===== src/rtl/regfile_pkg.sv =====
// ----------------------------------------------------------------------------
// regfile_pkg
// Shared widths, constants and enable levels for the register file and its
// read ports.
//
// Optional feature macro: REGFILE_BYPASS_EN (write-through on GPR read/write
// collisions and HI/LO bypass). Consumed by regfile and regfile_rdport.
// ----------------------------------------------------------------------------
package regfile_pkg;

    localparam int unsigned REG_ADDR_W = 5;
    localparam int unsigned REG_DATA_W = 32;
    localparam int unsigned REG_NUM    = 32;

    localparam logic [REG_DATA_W-1:0] ZERO_WORD = 32'h0;
    localparam logic [REG_ADDR_W-1:0] ZERO_ADDR = 5'h0;

    // Active levels of the write/read enables.
    localparam logic WRITE_EN = 1'b1;
    localparam logic READ_EN  = 1'b1;

    typedef logic [REG_ADDR_W-1:0] reg_addr_t;
    typedef logic [REG_DATA_W-1:0] reg_word_t;
    typedef logic [REG_NUM-1:0][REG_DATA_W-1:0] reg_array_t;

    // GPR0 is hard-wired to zero, so a zero address never names real storage.
    function automatic logic addr_is_gpr(input reg_addr_t addr);
        return addr != ZERO_ADDR;
    endfunction

endpackage


===== src/rtl/regfile_rdport.sv =====
// ----------------------------------------------------------------------------
// regfile_rdport
// One combinational GPR read port: address decode, enable gating, zero mux
// and (optionally) write-through bypass.
//
// Optional feature macro: REGFILE_BYPASS_EN. When defined, the write-port
// inputs are present and a read colliding with a same-cycle write returns the
// write data.
//
// Ports:
//   rst_i     reset; forces the output to zero while asserted
//   re_i      read enable
//   raddr_i   read address
//   regs_i    current contents of all GPRs
//   we_i      write enable            (REGFILE_BYPASS_EN only)
//   waddr_i   write address           (REGFILE_BYPASS_EN only)
//   wdata_i   write data              (REGFILE_BYPASS_EN only)
//   rdata_o   read data, combinational
// ----------------------------------------------------------------------------
module regfile_rdport
    import regfile_pkg::*;
(
    input  logic       rst_i,
    input  logic       re_i,
    input  reg_addr_t  raddr_i,
    input  reg_array_t regs_i,
`ifdef REGFILE_BYPASS_EN
    input  logic       we_i,
    input  reg_addr_t  waddr_i,
    input  reg_word_t  wdata_i,
`endif
    output reg_word_t  rdata_o
);

    always_comb begin
        rdata_o = ZERO_WORD;
        if (!rst_i && (re_i == READ_EN) && addr_is_gpr(raddr_i)) begin
            rdata_o = regs_i[raddr_i];
`ifdef REGFILE_BYPASS_EN
            // Write-through: the value being written this cycle wins over
            // the stale stored copy.
            if ((we_i == WRITE_EN) && (waddr_i == raddr_i)) begin
                rdata_o = wdata_i;
            end
`endif
        end
    end

endmodule


===== src/rtl/regfile.sv =====
// ----------------------------------------------------------------------------
// regfile
// 32 x 32-bit general-purpose register file with two combinational read
// ports, one write port, and a HI/LO register pair written together.
// GPR0 always reads zero. Reset is synchronous and active-high and clears all
// GPRs plus HI/LO; it overrides any concurrent write.
//
// Optional feature macro: REGFILE_BYPASS_EN. When defined, colliding GPR reads
// return the write data in the same cycle and hi_o/lo_o pass hi_i/lo_i
// through whenever whilo_i is high. When undefined, collisions return the old
// value and hi_o/lo_o are purely registered.
//
// Ports:
//   clk       rising-edge clock
//   rst       synchronous active-high reset
//   we_i      GPR write enable
//   waddr_i   GPR write address
//   wdata_i   GPR write data
//   re1_i     read port 1 enable
//   raddr1_i  read port 1 address
//   rdata1_o  read port 1 data (combinational)
//   re2_i     read port 2 enable
//   raddr2_i  read port 2 address
//   rdata2_o  read port 2 data (combinational)
//   whilo_i   HI/LO write enable
//   hi_i      HI write data
//   lo_i      LO write data
//   hi_o      current HI value
//   lo_o      current LO value
// ----------------------------------------------------------------------------
module regfile
    import regfile_pkg::*;
(
    input  logic                  clk,
    input  logic                  rst,
    input  logic                  we_i,
    input  logic [REG_ADDR_W-1:0] waddr_i,
    input  logic [REG_DATA_W-1:0] wdata_i,
    input  logic                  re1_i,
    input  logic [REG_ADDR_W-1:0] raddr1_i,
    output logic [REG_DATA_W-1:0] rdata1_o,
    input  logic                  re2_i,
    input  logic [REG_ADDR_W-1:0] raddr2_i,
    output logic [REG_DATA_W-1:0] rdata2_o,
    input  logic                  whilo_i,
    input  logic [REG_DATA_W-1:0] hi_i,
    input  logic [REG_DATA_W-1:0] lo_i,
    output logic [REG_DATA_W-1:0] hi_o,
    output logic [REG_DATA_W-1:0] lo_o
);

    reg_array_t regs_q, regs_d;
    reg_word_t  hi_q, hi_d;
    reg_word_t  lo_q, lo_d;

    // ------------------------------------------------------------------
    // GPR storage. Entry 0 is never written, so it stays at its reset zero.
    // ------------------------------------------------------------------
    always_comb begin
        regs_d = regs_q;
        if ((we_i == WRITE_EN) && addr_is_gpr(waddr_i)) begin
            regs_d[waddr_i] = wdata_i;
        end
    end

    always_ff @(posedge clk) begin
        if (rst) begin
            regs_q <= '0;
        end else begin
            regs_q <= regs_d;
        end
    end

    // ------------------------------------------------------------------
    // HI/LO storage, independent of the GPR write port.
    // ------------------------------------------------------------------
    always_comb begin
        hi_d = hi_q;
        lo_d = lo_q;
        if (whilo_i) begin
            hi_d = hi_i;
            lo_d = lo_i;
        end
    end

    always_ff @(posedge clk) begin
        if (rst) begin
            hi_q <= ZERO_WORD;
            lo_q <= ZERO_WORD;
        end else begin
            hi_q <= hi_d;
            lo_q <= lo_d;
        end
    end

`ifdef REGFILE_BYPASS_EN
    assign hi_o = whilo_i ? hi_i : hi_q;
    assign lo_o = whilo_i ? lo_i : lo_q;
`else
    assign hi_o = hi_q;
    assign lo_o = lo_q;
`endif

    // ------------------------------------------------------------------
    // Read ports
    // ------------------------------------------------------------------
    regfile_rdport u_rdport1 (
        .rst_i   (rst),
        .re_i    (re1_i),
        .raddr_i (raddr1_i),
        .regs_i  (regs_q),
`ifdef REGFILE_BYPASS_EN
        .we_i    (we_i),
        .waddr_i (waddr_i),
        .wdata_i (wdata_i),
`endif
        .rdata_o (rdata1_o)
    );

    regfile_rdport u_rdport2 (
        .rst_i   (rst),
        .re_i    (re2_i),
        .raddr_i (raddr2_i),
        .regs_i  (regs_q),
`ifdef REGFILE_BYPASS_EN
        .we_i    (we_i),
        .waddr_i (waddr_i),
        .wdata_i (wdata_i),
`endif
        .rdata_o (rdata2_o)
    );

endmodule


===== config.mk =====
export PLATFORM = sky130hd
export DESIGN_NAME = regfile
export DESIGN_NICKNAME = d
export VERILOG_FILES = /design/src/rtl/regfile_pkg.sv /design/src/rtl/regfile_rdport.sv /design/src/rtl/regfile.sv
export SDC_FILE = /design/constraint.sdc
export NUM_CORES = 2
export LEC_CHECK = 0
export CORE_MARGIN = 3
export CORE_UTILIZATION = 63
export CTS_CLUSTER_DIAMETER = 150
export DETAILED_ROUTE_END_ITERATION = 7
export GPL_ROUTABILITY_DRIVEN = 0
export GPL_TIMING_DRIVEN = 0
export PLACE_DENSITY = 0.94
export SLEW_MARGIN = 10
export SYNTH_ARGS = -nofsm -noshare
export SYNTH_HDL_FRONTEND = slang
export SYNTH_SLANG_ARGS = --single-unit

===== constraint.sdc =====
create_clock -name clk -period 11 [get_ports clk]
set_clock_uncertainty 0.05 [all_clocks]
set_input_delay 3.3 -clock clk [delete_from_list [all_inputs] [get_ports clk]]
set_output_delay 3.3 -clock clk [all_outputs]
set_load 0.05 [all_outputs]

==> results of run 1 <==
[synthesized netlist by cell type (all sizes together) (4+ instances only)]
| cell | n |
|---|---|
| dfxtp | 1088 |
| mux2 | 111 |
| clkbuf | 409 |
| and2 | 19 |
| o21ai | 38 |
| nor3 | 6 |
| nor2b | 40 |
| mux4 | 313 |
| nand2 | 2080 |
| buf | 242 |
| a31oi | 18 |
| nand2b | 51 |
| inv | 4 |
| mux2i | 465 |
| a221oi | 76 |
| a32oi | 48 |
| nor2 | 93 |
| nand4 | 10 |
| nand3 | 63 |
| a22oi | 136 |
| a21oi | 1036 |
[logic make-up after synthesis]
family / share of synthesized area (%)
compound gates: 13.91
buf+inv: 5.532
flops: 39.75
mux: 23.65
simple gates: 17.17
[layer usage]
| metal | overflow | track usage [%] |
|---|---|---|
| met5 | 2 | 45.89 |
| met4 | 64 | 61.58 |
| met3 | 5 | 63.04 |
| met2 | 76 | 80.38 |
| met1 | 5 | 67.65 |
[per-stage QoR]
step,setup TNS [ns],util [%],hold WS (ns)
detailed placement,-0.7580,68.38,0.4068
global placement,-1.783,68.38,0.3979
floorplan,0,-,0.3915
CTS,0,72.95,0.4166
[repair_timing]
action                                  CTS
hold buffers                              0
endpoints found under the setup margin   17
resized for setup                        10
buffers inserted                          0
==> flow_summary.toml, run 1 <==
[status]
outcome = "stopped before the end"
stop_stage = "5_1_grt"
error = "[ERROR GRT-0116] Global routing finished with congestion. Check the congestion regions in the DRC Viewer."

[synth]
netlist_area_sq_um = 54800
syn_inst = 6365
synth_top_area_cell = "dfxtp_1"
synth_ff_type = "dfxtp_1"
seq_area_frac_synth_pct = 39.75
synth_top_area_share_pct = 39.75
synth_nets = 6482
ys_top_cells_by_area = "dfxtp_1, nand2_1, mux4_2"
ys_types = 42
ys_seq_elements = 1088
async_reset_ff_share_pct = 0
syn_area_per_cell_sq_um = 8.609
synth-edff-count = 0
synth_warnings = 0

[clocking]
numCtsBuffers = 108
cts_root_buf = "clkbuf_16"
htreeDepth = 3
cts_sinks = 1088
clk_path_buf_depth = 3

[die]
die_w_um = 300.9
num_rows = 107
start_util_pct = 63.95
io_pins = 245
dieHeight_um = 300.9

[placement]
dp_cells = 7745
placement.io_buffers = 236
hpwlAfterDp_um = 191500
pre_cts_ws_ns = -0.2640
place_area_sq_um = 58590

[grt]
grt_pass1_vias = 64690
grt_pass1_wl_um = 452300
grt_overflow = 152
grt_usage_pct = 68.85
grt_max_degree = 15
==> run 2, diff against run 1 <==
--- a/config.mk
+++ b/config.mk
@@ -6,12 +6,11 @@
 export NUM_CORES = 2
 export LEC_CHECK = 0
 export CORE_MARGIN = 3
-export CORE_UTILIZATION = 63
-export CTS_CLUSTER_DIAMETER = 150
+export CORE_UTILIZATION = 40
 export DETAILED_ROUTE_END_ITERATION = 7
 export GPL_ROUTABILITY_DRIVEN = 0
 export GPL_TIMING_DRIVEN = 0
-export PLACE_DENSITY = 0.94
+export PLACE_DENSITY_LB_ADDON = 0.15
 export SLEW_MARGIN = 10
 export SYNTH_ARGS = -nofsm -noshare
 export SYNTH_HDL_FRONTEND = slang
==> flow_summary.toml, run 2 <==
[grt]
grt_max_degree = 17
grt_pass1_vias = 50830
grt_overflow = 0
grt_pass1_wl_um = 408700
grt_usage_pct = 41.42
grt_antenna_before_repair = 28

[routing]
ant_nets = 0
route.vias.total = 56520
wl_per_cell_um = 35.44
drt-pass1-iter-count = 8
drc = 52
viasPerCell = 6.549
drt-initial-drc-count = 10410
routed_wl_um = 305900

[die]
die_area_sq_um = 141500
start_util_pct = 40.35
fp.coreArea_sq_um = 135800
num_rows = 135
io_pins = 245
dieHeight_um = 376.1
die_w_um = 376.1

[critical_path]
worstSetupStartpointType = "input pin"
reg2reg_depth = 2
cpLargestDelayFamily = "buffers and inverters"
crit_slowest_cell = "buf_1"
path_cells = "clkdlybuf4s50_1 -> buf_2 -> nor2b_1 -> buf_2 -> buf_1 -> a21oi_1 -> a31oi_1 -> a32oi_1 -> clkdlybuf4s50_1"
path_max_fanout = 10
cp.required_ns = 7.65
crit_buf_inv = 5
cp_slowest_stage_delay_ns = 0.99
crit_path_end_kind = "primary output"
worstSetupPathType = "in2out"
path_depth = 9
crit_arrival_ns = 8.06

[job]
drv_cap = 5

[power]
pwr-share-clk_pct = 45.2
power_switching_w = 0.002795
p_total_w = 0.009556
powerDensity_nw_per_um2 = 149.5
p_comb_share_pct = 12.8
seq_power_share_pct = 42.0
ir_worst_vdd_v = 0.0001337
p_sw_share_pct = 29.25
intPower_w = 0.006761
p_leak_nw = 21.64

[cells_and_area]
final_cell_mix = "nand2_1, dfxtp_1, a21oi_1"
area_growth_syn_to_layout_pct = 16.63
largest_register_ffs = 1024
drive_above_1_share_pct = 12.67
final_nets = 6846
n_fill_cell = 13390
final_common_cell = "nand2_1"
finalCoreUtilization_pct = 47.06
largest_register = "regs_q"

[sta]
drv_slew = 32
finalHoldViolations = 0
fmax_mhz = 87.67
slew_headroom_pct = -1.360
worst_pin_slew_ns = 1.520
finalCriticalPeriod_ns = 11.41
finalCritPeriodShare_pct = 103.7
timing.final.ws_setup_ns = -0.4069
setup_violations = 41

[clocking]
numCtsBuffers = 121
clk_path_buf_depth = 3
clk_pin_slew_ns = 0.06
htreeDepth = 3
cts_root_buf = "clkbuf_16"
cts_sinks = 1088
postCtsSetupBuffers = 0
tritoncts = "yes"
clkLatencyLatePin_ns = 0.75

[synth]
synth_top_area_cell = "dfxtp_1"
synth_nets = 6482
ys_top_cells_by_area = "dfxtp_1, nand2_1, mux4_2"
netlist_area_sq_um = 54800
ys_seq_elements = 1088
synth_ff_type = "dfxtp_1"
syn_area_per_cell_sq_um = 8.609
async_reset_ff_share_pct = 0
seq_area_frac_synth_pct = 39.75
synth_commonest_cells = "nand2_1, dfxtp_1, a21oi_1, mux2i_1, clkbuf_1"
syn_inst = 6365
synth_warnings = 0
synth-edff-count = 0
synth_most_common_cell = "nand2_1"
ys_types = 42
synth_top_area_share_pct = 39.75

[placement]
hpwlAfterDp_um = 223400
pre_cts_ws_ns = -0.8763
placement.io_buffers = 236

[status]
outcome = "finished with violations"
violations = "design-rule violations, max-capacitance violations, max-slew violations, negative setup slack"

[min_path]
min_path_cells = 2
min_path_type = "reg2reg"
## run 2: final timing paths
check | from | end | slack (ns)
min reg2reg | regs_q[48]$_SDFFE_PP0P_ | regs_q[48]$_SDFFE_PP0P_ | 0.42
max | raddr1_i[1] | rdata1_o[10] | -0.41
max reg2reg | regs_q[741]$_SDFFE_PP0P_ | regs_q[741]$_SDFFE_PP0P_ | 10.14
min | regs_q[48]$_SDFFE_PP0P_ | regs_q[48]$_SDFFE_PP0P_ | 0.42
## run 2: layer usage
layer	track usage, %	wire length [um]	vias to the layer above
met5	2.950	666	-
li1	-	-	22870
met2	54.94	116600	5031
met1	49.70	107700	27270
met3	22.17	51360	1328
met4	30.98	29570	26
## run 2: kinds of logic after synthesis
logic type,share of synthesized area (%)
mux,23.65
compound gates,13.91
buf+inv,5.532
simple gates,17.17
flops,39.75
## run 2: worst min-delay path: stages, from the launching register on
cell,delay [ns]
dfxtp_1,0.31
nand2_1,0.05
a21oi_1,0.05
## run 2: metrics by stage
stage               cells  setup TNS [ns]  hold slack, ns  area [sq um]
detailed placement   8387          -19.67          0.4070         59440
global route         8615     -0.00007638          0.4328         63880
CTS                  8608               0          0.4150         63720
global placement     8382          -27.51          0.3982         59390
floorplan            6365               0          0.3915         54800
finish               8630          -6.284          0.4163         63910
## run 2: what timing repair did
| action | 4_1_cts | 5_1_grt |
|---|---|---|
| setup endpoints to repair | 57 | 42 |
| resized for setup | 42 | 37 |
| gates cloned | 0 | 0 |
| pin swaps | 0 | 2 |
| hold buffers | 0 | 0 |
## run 2: final cells by class
cell class	count	area [sq um]	share of cell area [%]
Antenna cell	22	55.05	0.08614
Tap cell	1781	2228	3.487
Clock inverter	39	493.0	0.7713
Buffer	649	3060	4.788
Multi-Input combinational cell	4621	30230	47.30
Timing Repair Buffer	243	2422	3.790
Inverter	5	20.02	0.03132
Sequential cell	1088	21780	34.08
Clock buffer	182	3621	5.666
## run 2: power by group through the flow
stage          Combinational (W)  Sequential [W]  Clock (W)
6_report                 0.00123         0.00401    0.00432
5_1_grt                  0.00120         0.00401    0.00444
4_1_cts                  0.00113         0.00401    0.00429
3_5_place_dp             0.00113         0.00410          0
3_3_place_gp             0.00112         0.00409          0
2_1_floorplan           0.000526         0.00414          0
Power figures use the tool's default switching activity.
